`src/rtl/fifo_uart_tx_if.sv`:
```
// ----------------------------------------------------------------------------
// fifo_uart_tx_if
//
// Purpose:
//   Bundles the first-word-fall-through read port of the synchronous FIFO
//   that feeds the UART drain stage.
//
// Signals:
//   fifo_dout   [DWIDTH] FIFO head word, valid whenever fifo_empty = 0
//   fifo_empty  [1]      FIFO empty flag
//   fifo_pop    [1]      single-cycle pop strobe back to the FIFO
//
// Modports:
//   master : the FIFO side (drives head word and empty flag, receives pop)
//   slave  : the consumer side (samples head word and empty flag, drives pop)
// ----------------------------------------------------------------------------
interface fifo_uart_tx_if #(
    parameter int DWIDTH = 16
);
    logic [DWIDTH-1:0] fifo_dout;
    logic              fifo_empty;
    logic              fifo_pop;

    modport master (
        output fifo_dout,
        output fifo_empty,
        input  fifo_pop
    );

    modport slave (
        input  fifo_dout,
        input  fifo_empty,
        output fifo_pop
    );
endinterface

```
`src/rtl/fifo_uart_tx.sv`:
```
// ----------------------------------------------------------------------------
// fifo_uart_tx
//
// Purpose:
//   Drain stage behind the team's synchronous FIFO. Pops one DWIDTH-bit word
//   at a time and sends it on a single UART line as DWIDTH/8 consecutive 8N1
//   frames, least-significant byte first and least-significant bit first
//   within each byte. Consecutive bytes of a word follow with no gap; a
//   following word starts one idle (high) cycle after the last stop bit,
//   which the receiver sees as a slightly longer stop bit.
//
// Parameters:
//   DWIDTH        word width of the FIFO read port, multiple of 8, >= 8
//   CLKS_PER_BIT  clock cycles per UART bit, >= 2
//
// Ports:
//   clk    in   single clock, all state changes on the rising edge
//   reset  in   asynchronous, active-high reset; aborts any word in flight
//   fifo   if   FIFO read port (slave modport): fifo_dout, fifo_empty in,
//               fifo_pop out (combinational, only ever high in IDLE)
//   tx     out  registered serial line, idle high
//   busy   out  high while a word is being transmitted
// ----------------------------------------------------------------------------
module fifo_uart_tx #(
    parameter int DWIDTH       = 16,
    parameter int CLKS_PER_BIT = 868
) (
    input  logic           clk,
    input  logic           reset,
    fifo_uart_tx_if.slave  fifo,
    output logic           tx,
    output logic           busy
);

    // ------------------------------------------------------------------
    // Derived sizes
    // ------------------------------------------------------------------
    localparam int NBYTES = DWIDTH / 8;
    localparam int BAUD_W = $clog2(CLKS_PER_BIT);
    // A single-byte word still needs a one-bit byte counter to stay legal.
    localparam int BYTE_W = (NBYTES > 1) ? $clog2(NBYTES) : 1;

    localparam logic [BAUD_W-1:0] BAUD_LAST = BAUD_W'(CLKS_PER_BIT - 1);
    localparam logic [BYTE_W-1:0] BYTE_LAST = BYTE_W'(NBYTES - 1);
    localparam logic [2:0]        BIT_LAST  = 3'd7;

    // ------------------------------------------------------------------
    // State encoding
    // ------------------------------------------------------------------
    localparam logic [1:0] S_IDLE  = 2'd0;
    localparam logic [1:0] S_START = 2'd1;
    localparam logic [1:0] S_DATA  = 2'd2;
    localparam logic [1:0] S_STOP  = 2'd3;

    logic [1:0]        state;
    logic [DWIDTH-1:0] shift_reg;
    logic [BAUD_W-1:0] baud_cnt;
    logic [2:0]        bit_cnt;
    logic [BYTE_W-1:0] byte_cnt;

    logic pop;
    logic baud_done;

    // ------------------------------------------------------------------
    // Combinational outputs
    // ------------------------------------------------------------------
    // NOTE: continuous assignments with every term on the right-hand side
    // cannot infer a latch; the reset term keeps the FIFO from losing a word
    // while this block is held in reset.
    assign pop           = (state == S_IDLE) && !fifo.fifo_empty && !reset;
    assign fifo.fifo_pop = pop;
    assign busy          = (state != S_IDLE);
    assign baud_done     = (baud_cnt == BAUD_LAST);

    // ------------------------------------------------------------------
    // Frame sequencer
    //
    // tx is loaded with the level of the *next* bit on the same edge that
    // moves into that bit, so the line is a clean flop output and changes
    // exactly on bit boundaries.
    //
    // The shift register shifts right at the end of every data bit. After
    // eight shifts the next byte of the word sits in bits [7:0], so no byte
    // selection mux is needed.
    // ------------------------------------------------------------------
    // NOTE: sequential state uses non-blocking assignments only, so every
    // register in this block sees the pre-edge values of the others.
    always_ff @(posedge clk or posedge reset) begin
        if (reset) begin
            state     <= S_IDLE;
            // NOTE: the shift register is reset along with the control
            // state; it is only a DWIDTH-bit datapath register, and a known
            // value keeps simulation free of X after an aborted word.
            shift_reg <= '0;
            baud_cnt  <= '0;
            bit_cnt   <= '0;
            byte_cnt  <= '0;
            tx        <= 1'b1;
        end else begin
            case (state)
                S_IDLE: begin
                    tx <= 1'b1;
                    if (pop) begin
                        // fifo_dout is sampled only here; later changes at
                        // the FIFO head do not reach the word in flight.
                        shift_reg <= fifo.fifo_dout;
                        baud_cnt  <= '0;
                        bit_cnt   <= '0;
                        byte_cnt  <= '0;
                        tx        <= 1'b0;
                        state     <= S_START;
                    end
                end

                S_START: begin
                    if (baud_done) begin
                        baud_cnt <= '0;
                        tx       <= shift_reg[0];
                        state    <= S_DATA;
                    end else begin
                        baud_cnt <= baud_cnt + BAUD_W'(1);
                    end
                end

                S_DATA: begin
                    if (baud_done) begin
                        baud_cnt  <= '0;
                        shift_reg <= shift_reg >> 1;
                        if (bit_cnt == BIT_LAST) begin
                            bit_cnt <= '0;
                            tx      <= 1'b1;
                            state   <= S_STOP;
                        end else begin
                            bit_cnt <= bit_cnt + 3'd1;
                            // Bit 1 becomes bit 0 after this edge's shift.
                            tx      <= shift_reg[1];
                        end
                    end else begin
                        baud_cnt <= baud_cnt + BAUD_W'(1);
                    end
                end

                S_STOP: begin
                    if (baud_done) begin
                        baud_cnt <= '0;
                        if (byte_cnt == BYTE_LAST) begin
                            tx    <= 1'b1;
                            state <= S_IDLE;
                        end else begin
                            // Next byte of the same word starts with no gap.
                            byte_cnt <= byte_cnt + BYTE_W'(1);
                            tx       <= 1'b0;
                            state    <= S_START;
                        end
                    end else begin
                        baud_cnt <= baud_cnt + BAUD_W'(1);
                    end
                end

                default: begin
                    tx    <= 1'b1;
                    state <= S_IDLE;
                end
            endcase
        end
    end

endmodule

```
`src/flat_wrapper.sv`:
```
// flat-port wrapper written by rule: the top's interface ports become plain ports
module fifo_uart_tx_flat 
#(
    parameter int DWIDTH       = 16,
    parameter int CLKS_PER_BIT = 868
)
  (clk, reset, tx, busy, fifo_fifo_dout, fifo_fifo_empty, fifo_fifo_pop);
  fifo_uart_tx_if #(.DWIDTH(DWIDTH)) fifo_i ();
  input  logic clk;
  input  logic reset;
  output logic tx;
  output logic busy;
  input wire logic [$bits(fifo_i.fifo_dout)-1:0] fifo_fifo_dout;
  input wire logic [$bits(fifo_i.fifo_empty)-1:0] fifo_fifo_empty;
  output wire logic [$bits(fifo_i.fifo_pop)-1:0] fifo_fifo_pop;
  assign fifo_i.fifo_dout = fifo_fifo_dout;
  assign fifo_i.fifo_empty = fifo_fifo_empty;
  assign fifo_fifo_pop = fifo_i.fifo_pop;
  fifo_uart_tx #(.DWIDTH(DWIDTH), .CLKS_PER_BIT(CLKS_PER_BIT)) u_core (.clk(clk), .reset(reset), .fifo(fifo_i), .tx(tx), .busy(busy));
endmodule
```
`config.mk`:
```
export PLATFORM = sky130hd
export DESIGN_NAME = fifo_uart_tx_flat
export DESIGN_NICKNAME = d
export VERILOG_FILES = /design/src/rtl/fifo_uart_tx_if.sv /design/src/rtl/fifo_uart_tx.sv /design/src/flat_wrapper.sv
export SDC_FILE = /design/constraint.sdc
export NUM_CORES = 1
export LEC_CHECK = 0
export ABC_AREA = 1
export CAP_MARGIN = 15
export CELL_PAD_IN_SITES_DETAIL_PLACEMENT = 1
export CELL_PAD_IN_SITES_GLOBAL_PLACEMENT = 2
export CORE_UTILIZATION = 32
export CTS_CLUSTER_SIZE = 12
export DETAILED_ROUTE_END_ITERATION = 7
export PLACE_DENSITY_LB_ADDON = 0.25
export SYNTH_ARGS = -nofsm -noshare
export SYNTH_HDL_FRONTEND = slang
export SYNTH_SLANG_ARGS = --single-unit
export TNS_END_PERCENT = 1
```
`constraint.sdc`:
```
create_clock -name clk -period 2.1 [get_ports clk]
set_input_delay 0.525 -clock clk [delete_from_list [all_inputs] [get_ports clk]]
set_output_delay 0.525 -clock clk [all_outputs]
set_load 0.02 [all_outputs]
```
==> results of run 1 <==
## placed cells by master, fill, tap and decap left out, types with 2 or more instances in the layout
cell type	Yosys	layout
nand2_2	3	3
nor2_2	3	3
buf_4	0	15
nor3_1	4	4
nand4_1	20	20
clkinv_2	0	2
nor2_1	15	15
nand2_1	114	114
ha_1	8	8
inv_1	17	17
inv_2	4	4
clkbuf_8	4	5
dfrtp_1	32	32
clkdlybuf4s50_1	0	19
o21ai_0	6	6
o22ai_1	2	2
xor2_1	3	3
a21oi_1	2	2
nand3_1	11	11
## worst paths after layout
kind,start,to
min reg2reg,u_core.shift_reg[4]$_DFFE_PP0P_,u_core.shift_reg[4]$_DFFE_PP0P_
max,u_core.state[0]$_DFFE_PP0P_,busy
max reg2reg,u_core.state[0]$_DFFE_PP0P_,u_core.shift_reg[1]$_DFFE_PP0P_
max in group asynchronous,reset,u_core.shift_reg[14]$_DFFE_PP0P_
min,u_core.shift_reg[4]$_DFFE_PP0P_,u_core.shift_reg[4]$_DFFE_PP0P_
min in group asynchronous,reset,u_core.shift_reg[12]$_DFFE_PP0P_
## area by class of cell
| type | instances | area, µm² |
|---|---|---|
| Clock buffer | 5 | 68.82 |
| Clock inverter | 3 | 17.52 |
| Fill cell | 761 | 3527 |
| Inverter | 21 | 78.83 |
| Multi-Input combinational cell | 198 | 970.9 |
| Sequential cell | 33 | 827.0 |
| Tap cell | 75 | 93.84 |
| Timing Repair Buffer | 37 | 336.6 |
## power by group through the flow
stage | logic (µW) | registers, µW | clock network, µW
2_1_floorplan | 1320 | 1090 | 0
3_5_place_dp | 1810 | 1120 | 0
6_report | 1780 | 1100 | 488
3_3_place_gp | 1780 | 1110 | 0
5_1_grt | 2050 | 1140 | 531
4_1_cts | 1820 | 1110 | 510
## through the flow
| stage | util (%) | setup TNS, ns | power, µW | setup slack, ns |
|---|---|---|---|---|
| 2_1_floorplan | - | 0 | 2408 | 0.1424 |
| 3_3_place_gp | 39.07 | -0.2622 | 2889 | -0.2622 |
| 3_5_place_dp | 39.07 | -0.2870 | 2928 | -0.2870 |
| 4_1_cts | 40.51 | 0 | 3433 | 0.004640 |
| 5_1_grt | 40.43 | 0 | 3718 | 0.04678 |
| 6_report | 40.43 | 0 | 3369 | 0.1301 |
## routing by layer
| metal | global-route usage (%) | part of all wire (%) | up-vias | wire length (µm) |
|---|---|---|---|---|
| li1 | - | - | 902 | - |
| met1 | 23.08 | 49 | 824 | 2378 |
| met2 | 27.35 | 47 | 22 | 2280 |
| met3 | 4.091 | 3.1 | 5 | 151 |
| met4 | 5.179 | 1.2 | 0 | 59 |
| met5 | 0 | 0 | - | 0 |
## cells in the mapped netlist, drive strengths merged
library cell,n
buf,4
inv,21
or2,1
xnor2,1
nand3b,1
xor2,3
nand2,118
o21ai,7
dfrtp,32
nor2,18
clkbuf,4
ha,8
nor3,4
nand3,13
o22ai,2
nand4,20
a21oi,2
dfstp,1
## kinds of logic after synthesis
| kind of cell | Yosys count | synth area share, % |
|---|---|---|
| compound gates | 11 | 3.123 |
| simple gates | 175 | 39.45 |
| buf+inv | 29 | 8.412 |
| flops | 33 | 42.13 |
| xor+xnor | 4 | 1.785 |
| fa+ha+maj | 8 | 5.099 |
## tightest hold or removal path, stage by stage (launching register included)
cell and delay (ns):
dfrtp_1 0.35, nand2_1 0.05, nand2_1 0.04
==> key figures, run 1 <==
Global routing
  • GRT overflow: 0
  • Vias in the first global route: 1753
  • First-pass GRT wire length: 8.390 mm
  • Largest net degree at the start of global routing: 27
  • Initial antenna violation count: 0
  • Total GRT Usage: 17.22%

CTS
  • CTS tree: done
  • Clock Path Buffers: 2
  • Clock latency on the worst-skew pair: 0.29 ns
  • Post_cts resized: 3
  • # H-tree levels: 2
  • Clock root buffer: clkbuf_8
  • Total CTS buffers: 5
  • Clk slew on worst S/H paths: 0.08 ns
  • Setup bufs post-CTS: 0
  • Cts hold-fix bufs: 0
  • # clock sinks: 33

Pwr
  • PD cells: 1407 mW/mm²
  • Clock power frac: about 14%
  • Power Internal: 1814 µW
  • Psw: 1555 µW
  • Switch share: 46.15%
  • Cell leakage power: 0.001265 µW
  • Comb pwr share: 52.8%
  • Worst vdd ir: 0.4684 mV
  • Sequential Power Share: 32.7%

Layout
  • # diodes: 0
  • Nets: ~320
  • Layout cells sized above 1: 13.80%
  • Finished layout cell area: 0.002394 mm²
  • Area Overhead vs Synth: 21.93%
  • Max FFs per register: 16
  • Fin cells: between 300 and 400

Synth
  • Synth top area share: 40.79%
  • Seq/Total Area, Yosys: 42.13%
  • Unique cell type count in the Yosys netlist: 27
  • Register bit total from synthesis: 33
  • Ranking of synthesized cells by area: dfrtp_1 (41%), nand2_1 (22%), nand4_1 (6.4%), ha_1 (5.1%), inv_1 (3.3%)
  • Syn_nets: 287
  • Cells after synthesis: 260
  • Mean Syn Cell Area: 7.551 µm²
  • Largest area contributor in the netlist: dfrtp_1
  • Mapped cell area: 0.001963 mm²
  • Synth Warn #: 0

Detailed routing
  • Final wirelength: 4.870 mm
  • Wire length per cell: 13.09 µm
  • ANT nets after route: 0
  • Vias per inst: 4.712
  • Pre-antenna DRT Iters: 4
  • Drt initial violations: 82
  • Remaining DRCs: 0
  • Via Count: about 1800

Critical path
  • Critical path type: flop to output pin
  • Startpoint Class: flop
  • Worst path depth: 5
  • Worst setup EP type: output pin
  • CP bufs+invs: 4
  • Critical Path Max Stage Delay: 0.34 ns
  • Delay-heaviest family, CP: buffers and inverters
  • CP Max Fanout: 4
  • R2R depth: 8
  • Reg2reg setup slack: 0.35 ns
  • Crit-path slowest cell: dfrtp_1
  • Crit-path most repeated cell: inv_1
  • Worst path required time: 1.57 ns
  • Critical path, cell by cell: inv_1, ha_1, inv_1, buf_4, dlygate4sd2_1
  • Crit path DAT: 1.44 ns

Timing
  • Clock Skews: ~0.0086 ns
  • Hold_ws: around 0.47 ns
  • Final Cycle Share: between 90% and 100%
  • RSZ-0062 raised after global routing: no
  • Relative slew slack: 75.33%
  • Final min period: 1.970 ns
  • Max Fclk: 507.6 MHz
  • Final hold violation count: 0
  • Final setup viols: 0
  • Worst-margin pin slew: 0.3672 ns
  • Final slew viol count: 0

Die
  • Cell row count: 28
  • Core box area: 0.005921 mm²
  • Initial core utilization: between 30% and 40%
  • Die area: 0.006452 mm²
  • DIE WIDTH: 80.33 µm
  • Top-Level Pins: 22
  • Die H: 80.33 µm

Min path
  • Worst hold path depth: 2
  • Type of the tightest min-delay check: flop to flop

Placement
  • Post-detail-place hpwl: 3.349 mm
  • PortBufs: 21
  • Placed instance area: 0.002313 mm²
  • RD Place Congestion: 0.7125
  • Placed Instances: 364

Status
  • Status: finished, final reports clean

Job
  • Max_cap viols: 0
No activity file was read; power rests on OpenSTA's default activity.
==> run 2: changes to the inputs <==
--- a/config.mk
+++ b/config.mk
@@ -12,6 +12,7 @@
 export CORE_UTILIZATION = 32
 export CTS_CLUSTER_SIZE = 12
 export DETAILED_ROUTE_END_ITERATION = 7
+export GPL_TIMING_DRIVEN = 0
 export PLACE_DENSITY_LB_ADDON = 0.25
 export SYNTH_ARGS = -nofsm -noshare
 export SYNTH_HDL_FRONTEND = slang
==> key figures, run 2 (synthesized netlist as in run 1, its figures left out) <==
Pwr
  • Psw: roughly 1600 µW
  • Clock power frac: 13.8%
  • Power Internal: 1859 µW
  • PD cells: between 1000 and 1500 mW/mm²
  • Worst vdd ir: 0.7205 mV
  • Sequential Power Share: 32.8%
  • Pwr Total: 3445 µW
  • Switch share: 46.06%
  • Comb pwr share: 53.4%
  • Cell leakage power: about 0.0012 µW

Placement
  • Post-detail-place hpwl: 3.458 mm
  • Placed instance area: 0.002267 mm²
  • RD Place Congestion: 0.7327
  • PortBufs: 21

Detailed routing
  • Drt initial violations: 76
  • Final wirelength: 4.878 mm
  • Highest routed layer: met4
  • Met1 wire length: 2.482 mm
  • Pre-antenna DRT Iters: 4
  • Remaining DRCs: 0
  • DR WL met3: 111 µm
  • Via Count: 1745
  • ANT nets after route: 0
  • Met2 routed WL: 2.215 mm
  • Wire length per cell: 13.29 µm
  • Vias per inst: 4.755

Critical path
  • Startpoint Class: flop
  • Worst setup EP type: output pin
  • Crit-path slowest cell: dfrtp_2
  • Reg2reg setup slack: 0.32 ns
  • Crit path DAT: 1.51 ns
  • RR Startpoint: u_core.state[0]$_DFFE_PP0P_
  • Critical path type: flop to output pin
  • R2R depth: 9
  • CP Max Fanout: 5
  • R2R Path End: u_core.shift_reg[0]$_DFFE_PP0P_
  • Critical Path Max Stage Delay: around 0.45 ns
  • Critical path, cell by cell: inv_4, ha_4, clkinvlp_4, nor3_4, buf_4
  • Worst path required time: 1.57 ns

CTS
  • Total CTS buffers: 5
  • Cts hold-fix bufs: 0
  • # clock sinks: 33
  • Clock root buffer: clkbuf_8
  • # H-tree levels: 2
  • Clock Path Buffers: 2
  • Clk slew on worst S/H paths: 0.07 ns
  • CTS tree: done
  • Clock latency on the worst-skew pair: approximately 0.29 ns

Die
  • Cell row count: 28
  • Core box area: 0.005921 mm²
  • Initial core utilization: 33.16%
  • DIE WIDTH: ~80 µm
  • Die area: 0.006452 mm²
  • Top-Level Pins: 22
  • Die H: between 80 and 90 µm

Timing
  • Final Cycle Share: 96.75%
  • Final min period: 2.032 ns
  • Clock Skews: 0.007248 ns
  • Max Fclk: 492.2 MHz
  • Final slew viol count: 0
  • Relative slew slack: 51.65%
  • Final setup viols: 0
  • Setup tns final: 0 ns
  • Final hold violation count: 0
  • Worst-margin pin slew: 0.7242 ns

Min path
  • Worst hold path depth: 2
  • Min-Delay Endpoint: u_core.shift_reg[4]$_DFFE_PP0P_
  • Hold Startpoint: u_core.shift_reg[4]$_DFFE_PP0P_
  • Type of the tightest min-delay check: flop to flop

Layout
  • Finished layout cell area: 0.002402 mm²
  • Area Overhead vs Synth: 22.37%
  • Utilization after layout: 40.57%
  • FILL cells: roughly 750
  • Area of the multi-input gates: roughly 1000 µm²
  • Area of all sequential standard cells: 828.3 µm²
  • # diodes: 0
  • Commonest cells after routing, fill and taps aside: nand2_1 (114), dfrtp_1 (31), nand4_1 (20)
  • Layout cells sized above 1: about 14%
  • Commonest non-fill, non-tap cell in the layout: nand2_1
  • Max FFs per register: 16
  • Nets: ~320

Status
  • Status: finished, final reports clean

Global routing
  • Largest net degree at the start of global routing: 34
  • Initial antenna violation count: 0
  • GRT overflow: 0
  • Total GRT Usage: between 15 and 20%
  • First-pass GRT wire length: 8.694 mm
  • Vias in the first global route: about 1900

Job
  • Max_cap viols: 0
run 2: layout make-up:
cell class / count / share of cell area [%]
Multi-Input combinational cell: 198 / 41.41
Clock buffer: 6 / 3.021
Sequential cell: 33 / 34.48
Tap cell: 75 / 3.906
Buffer: 8 / 3.594
Clock inverter: 2 / 0.4167
Inverter: 21 / 3.542
Timing Repair Buffer: 24 / 9.635
run 2: how the worst max path moves through the flow:
stage	startpoint	endpoint	slack, ns	cells after the start
after floorplan	u_core.state[0]$_DFFE_PP0P_	fifo_fifo_pop	0.14	4
after detailed placement	reset	fifo_fifo_pop	-0.38	3
after global routing	u_core.state[0]$_DFFE_PP0P_	fifo_fifo_pop	-0.007	5
after CTS	u_core.state[1]$_DFFE_PP0P_	fifo_fifo_pop	0.03	5
after global placement	fifo_fifo_empty	fifo_fifo_pop	-0.36	3
final	u_core.state[0]$_DFFE_PP0P_	fifo_fifo_pop	0.07	5
run 2: per-stage QoR:
| step | hold slack, ns | setup slack (ns) | std cells |
|---|---|---|---|
| after global placement | 0.4561 | -0.3609 | 356 |
| after detailed placement | 0.4623 | -0.3838 | 356 |
| final | 0.4751 | 0.06822 | 367 |
| after floorplan | 0.4417 | 0.1424 | 260 |
| after CTS | 0.4803 | 0.02864 | 364 |
| after global routing | 0.5011 | -0.006650 | 367 |
run 2: metal layers:
| metal | up-vias | track usage (%) |
|---|---|---|
| li1 | 898 | - |
| met1 | 825 | 23.56 |
| met2 | 17 | 28.03 |
| met3 | 5 | 3.750 |
| met4 | 0 | 6.429 |
| met5 | - | 0 |
run 2: worst max-delay path: cells and delay by family, from the launching register on:
kind | cells | cell delay [ns]
and+or+nand+nor | 1 | 0.20
adders and majority gates | 1 | 0.18
buffers and inverters | 3 | 0.39
DFF | 1 | 0.45
run 2: power groups by stage:
stage | clock [µW] | sequential, µW | combinational, µW
final | 477 | 1130 | 1840
after detailed placement | 0 | 1130 | 1780
after CTS | 505 | 1120 | 1820
after global routing | 517 | 1170 | 2120
after floorplan | 0 | 1090 | 1320
after global placement | 0 | 1130 | 1760
run 2: timing repair:
item | in CTS | in global routing
endpoints found under the setup margin | 2 | 1
pin swaps | 0 | 1
resized for setup | 13 | 5
setup buffers | 0 | 3
==> run 3: changes to the inputs <==
--- a/config.mk
+++ b/config.mk
@@ -14,6 +14,7 @@
 export DETAILED_ROUTE_END_ITERATION = 7
 export GPL_TIMING_DRIVEN = 0
 export PLACE_DENSITY_LB_ADDON = 0.25
+export SLEW_MARGIN = 40
 export SYNTH_ARGS = -nofsm -noshare
 export SYNTH_HDL_FRONTEND = slang
 export SYNTH_SLANG_ARGS = --single-unit
==> key figures, run 3 (synthesized netlist as in run 1, its figures left out) <==
Critical path
  • Crit path DAT: 1.54 ns
  • R2R Path End: u_core.shift_reg[0]$_DFFE_PP0P_
  • Critical path type: flop to output pin
  • Critical Path Max Stage Delay: 0.45 ns
  • Delay-heaviest family, CP: flip-flops
  • Startpoint Class: flop
  • Critical path, cell by cell: inv_4, ha_4, clkinvlp_4, nor3_2, buf_4
  • Worst setup EP type: output pin
  • Crit-path slowest cell: dfrtp_2
  • CP Max Fanout: 5
  • Reg2reg setup slack: about 0.34 ns
  • RR Startpoint: u_core.state[0]$_DFFE_PP0P_
  • Worst path required time: 1.57 ns
  • R2R depth: 9
  • CP bufs+invs: 3

Status
  • Status: finished, final reports clean

Global routing
  • GRT overflow: 0
  • First-pass GRT wire length: ~8.6 mm
  • Vias in the first global route: 1825
  • Initial antenna violation count: 0
  • Largest net degree at the start of global routing: 20
  • Total GRT Usage: about 18%

Placement
  • Post-detail-place hpwl: 3.575 mm
  • Placed instance area: approximately 0.0023 mm²
  • PortBufs: 21
  • Placed Instances: 357
  • Dpl ws: -0.3964 ns
  • RD Place Congestion: 0.7327

CTS
  • Clk slew on worst S/H paths: 0.07 ns
  • Clock root buffer: clkbuf_8
  • # clock sinks: 33
  • Clock Path Buffers: 2
  • CTS tree: done
  • # H-tree levels: 2
  • Clock latency on the worst-skew pair: 0.29 ns
  • Cts hold-fix bufs: 0
  • Total CTS buffers: 5

Min path
  • Type of the tightest min-delay check: flop to flop
  • Hold Startpoint: u_core.shift_reg[4]$_DFFE_PP0P_
  • Min-Delay Endpoint: u_core.shift_reg[4]$_DFFE_PP0P_
  • Worst hold path depth: 2

Layout
  • Commonest non-fill, non-tap cell in the layout: nand2_1
  • Area Overhead vs Synth: 23.84%
  • Nets: between 300 and 400
  • Commonest cells after routing, fill and taps aside: nand2_1 (114), dfrtp_1 (31), nand4_1 (20)
  • Max FFs per register: 16
  • Layout cells sized above 1: between 10% and 20%
  • # diodes: 0
  • Finished layout cell area: 0.002431 mm²
  • Fin cells: 369

Timing
  • Worst-margin pin slew: 0.4665 ns
  • Max Fclk: 483.9 MHz
  • Final Cycle Share: between 90% and 100%
  • Clock Skews: 0.007633 ns
  • Final hold violation count: 0
  • Final min period: about 2.1 ns
  • Final slew viol count: 0
  • Final setup viols: 0
  • Post-route worst setup slack: about 0.034 ns
  • Setup tns final: 0 ns
  • Relative slew slack: 68.90%

Job
  • Max_cap viols: 0

Die
  • DIE WIDTH: approximately 80 µm
  • Initial core utilization: 33.16%
  • Core box area: 0.005921 mm²
  • Die area: about 0.0065 mm²
  • Cell row count: 28
  • Top-Level Pins: 22
  • Die H: 80.33 µm

Detailed routing
  • ANT nets after route: 0
  • Vias per inst: 4.726
  • Via Count: between 1500 and 2000
  • Wire length per cell: 13.19 µm
  • Remaining DRCs: 0
  • Final wirelength: 4.868 mm
  • Pre-antenna DRT Iters: 4
  • Drt initial violations: 83

Pwr
  • PD cells: 1419 mW/mm²
  • Cell leakage power: 0.001257 µW
  • Worst vdd ir: 0.6720 mV
-- run 3: cell count changes in the layout (fill, tap and decap cells not counted) --
cell / change
buf_16: +1
buf_4: +1
nor3_2: +1
nor3_4: -1
-- run 3: layer usage --
layer / vias up / GRT usage, % / wire length (µm)
met5: - / 0 / 0
met1: 824 / 22.66 / 2386
met4: 0 / 6.429 / 76
met3: 5 / 3.750 / 112
met2: 17 / 28.80 / 2294
li1: 898 / - / -
-- run 3: worst max path at each step --
stage | cells past startpoint | startpoint | slack, ns | to
after floorplan | 4 | u_core.state[0]$_DFFE_PP0P_ | 0.14 | fifo_fifo_pop
after global placement | 3 | fifo_fifo_empty | -0.36 | fifo_fifo_pop
after detailed placement | 3 | reset | -0.40 | fifo_fifo_pop
after CTS | 5 | u_core.state[1]$_DFFE_PP0P_ | 0.02 | fifo_fifo_pop
after global routing | 5 | u_core.state[0]$_DFFE_PP0P_ | -0.04 | fifo_fifo_pop
final | 5 | u_core.state[0]$_DFFE_PP0P_ | 0.03 | fifo_fifo_pop
-- run 3: cell type report --
class / count / area, µm²
Sequential cell: 33 / 828.3
Multi-Input combinational cell: 198 / 988.4
Tap cell: 75 / 93.84
Clock inverter: 2 / 10.01
Timing Repair Buffer: 26 / 266.5
Fill cell: 736 / 3490
Clock buffer: 6 / 72.57
Inverter: 21 / 85.08
Buffer: 8 / 86.33
-- run 3: power by group --
part           total (µW)  switching, µW  internal, µW
logic                1850           1120           729
registers            1130            211           915
clock network         475            245           230
total                3450           1580          1870
-- run 3: worst min-delay path: stages (launching register included) --
cell and delay (ns):
dfrtp_1 0.35, nand2_1 0.05, nand2_1 0.05
-- run 3: what timing repair did --
item                                   in CTS  in global routing
endpoints found under the hold margin       0                  0
setup endpoints to repair                   2                  1
setup buffers                               0                  4
resized for setup                          13                  4
pin swaps                                   0                  1
-- run 3: through the flow --
step                      hold slack, ns  util, %  power, µW
after global placement            0.4561    38.29       2886
after CTS                         0.4798    40.43       3439
after floorplan                   0.4417        -       2408
after detailed placement          0.4606    38.76       2922
final                             0.4755    41.06       3449
after global routing              0.5086    41.06       3819
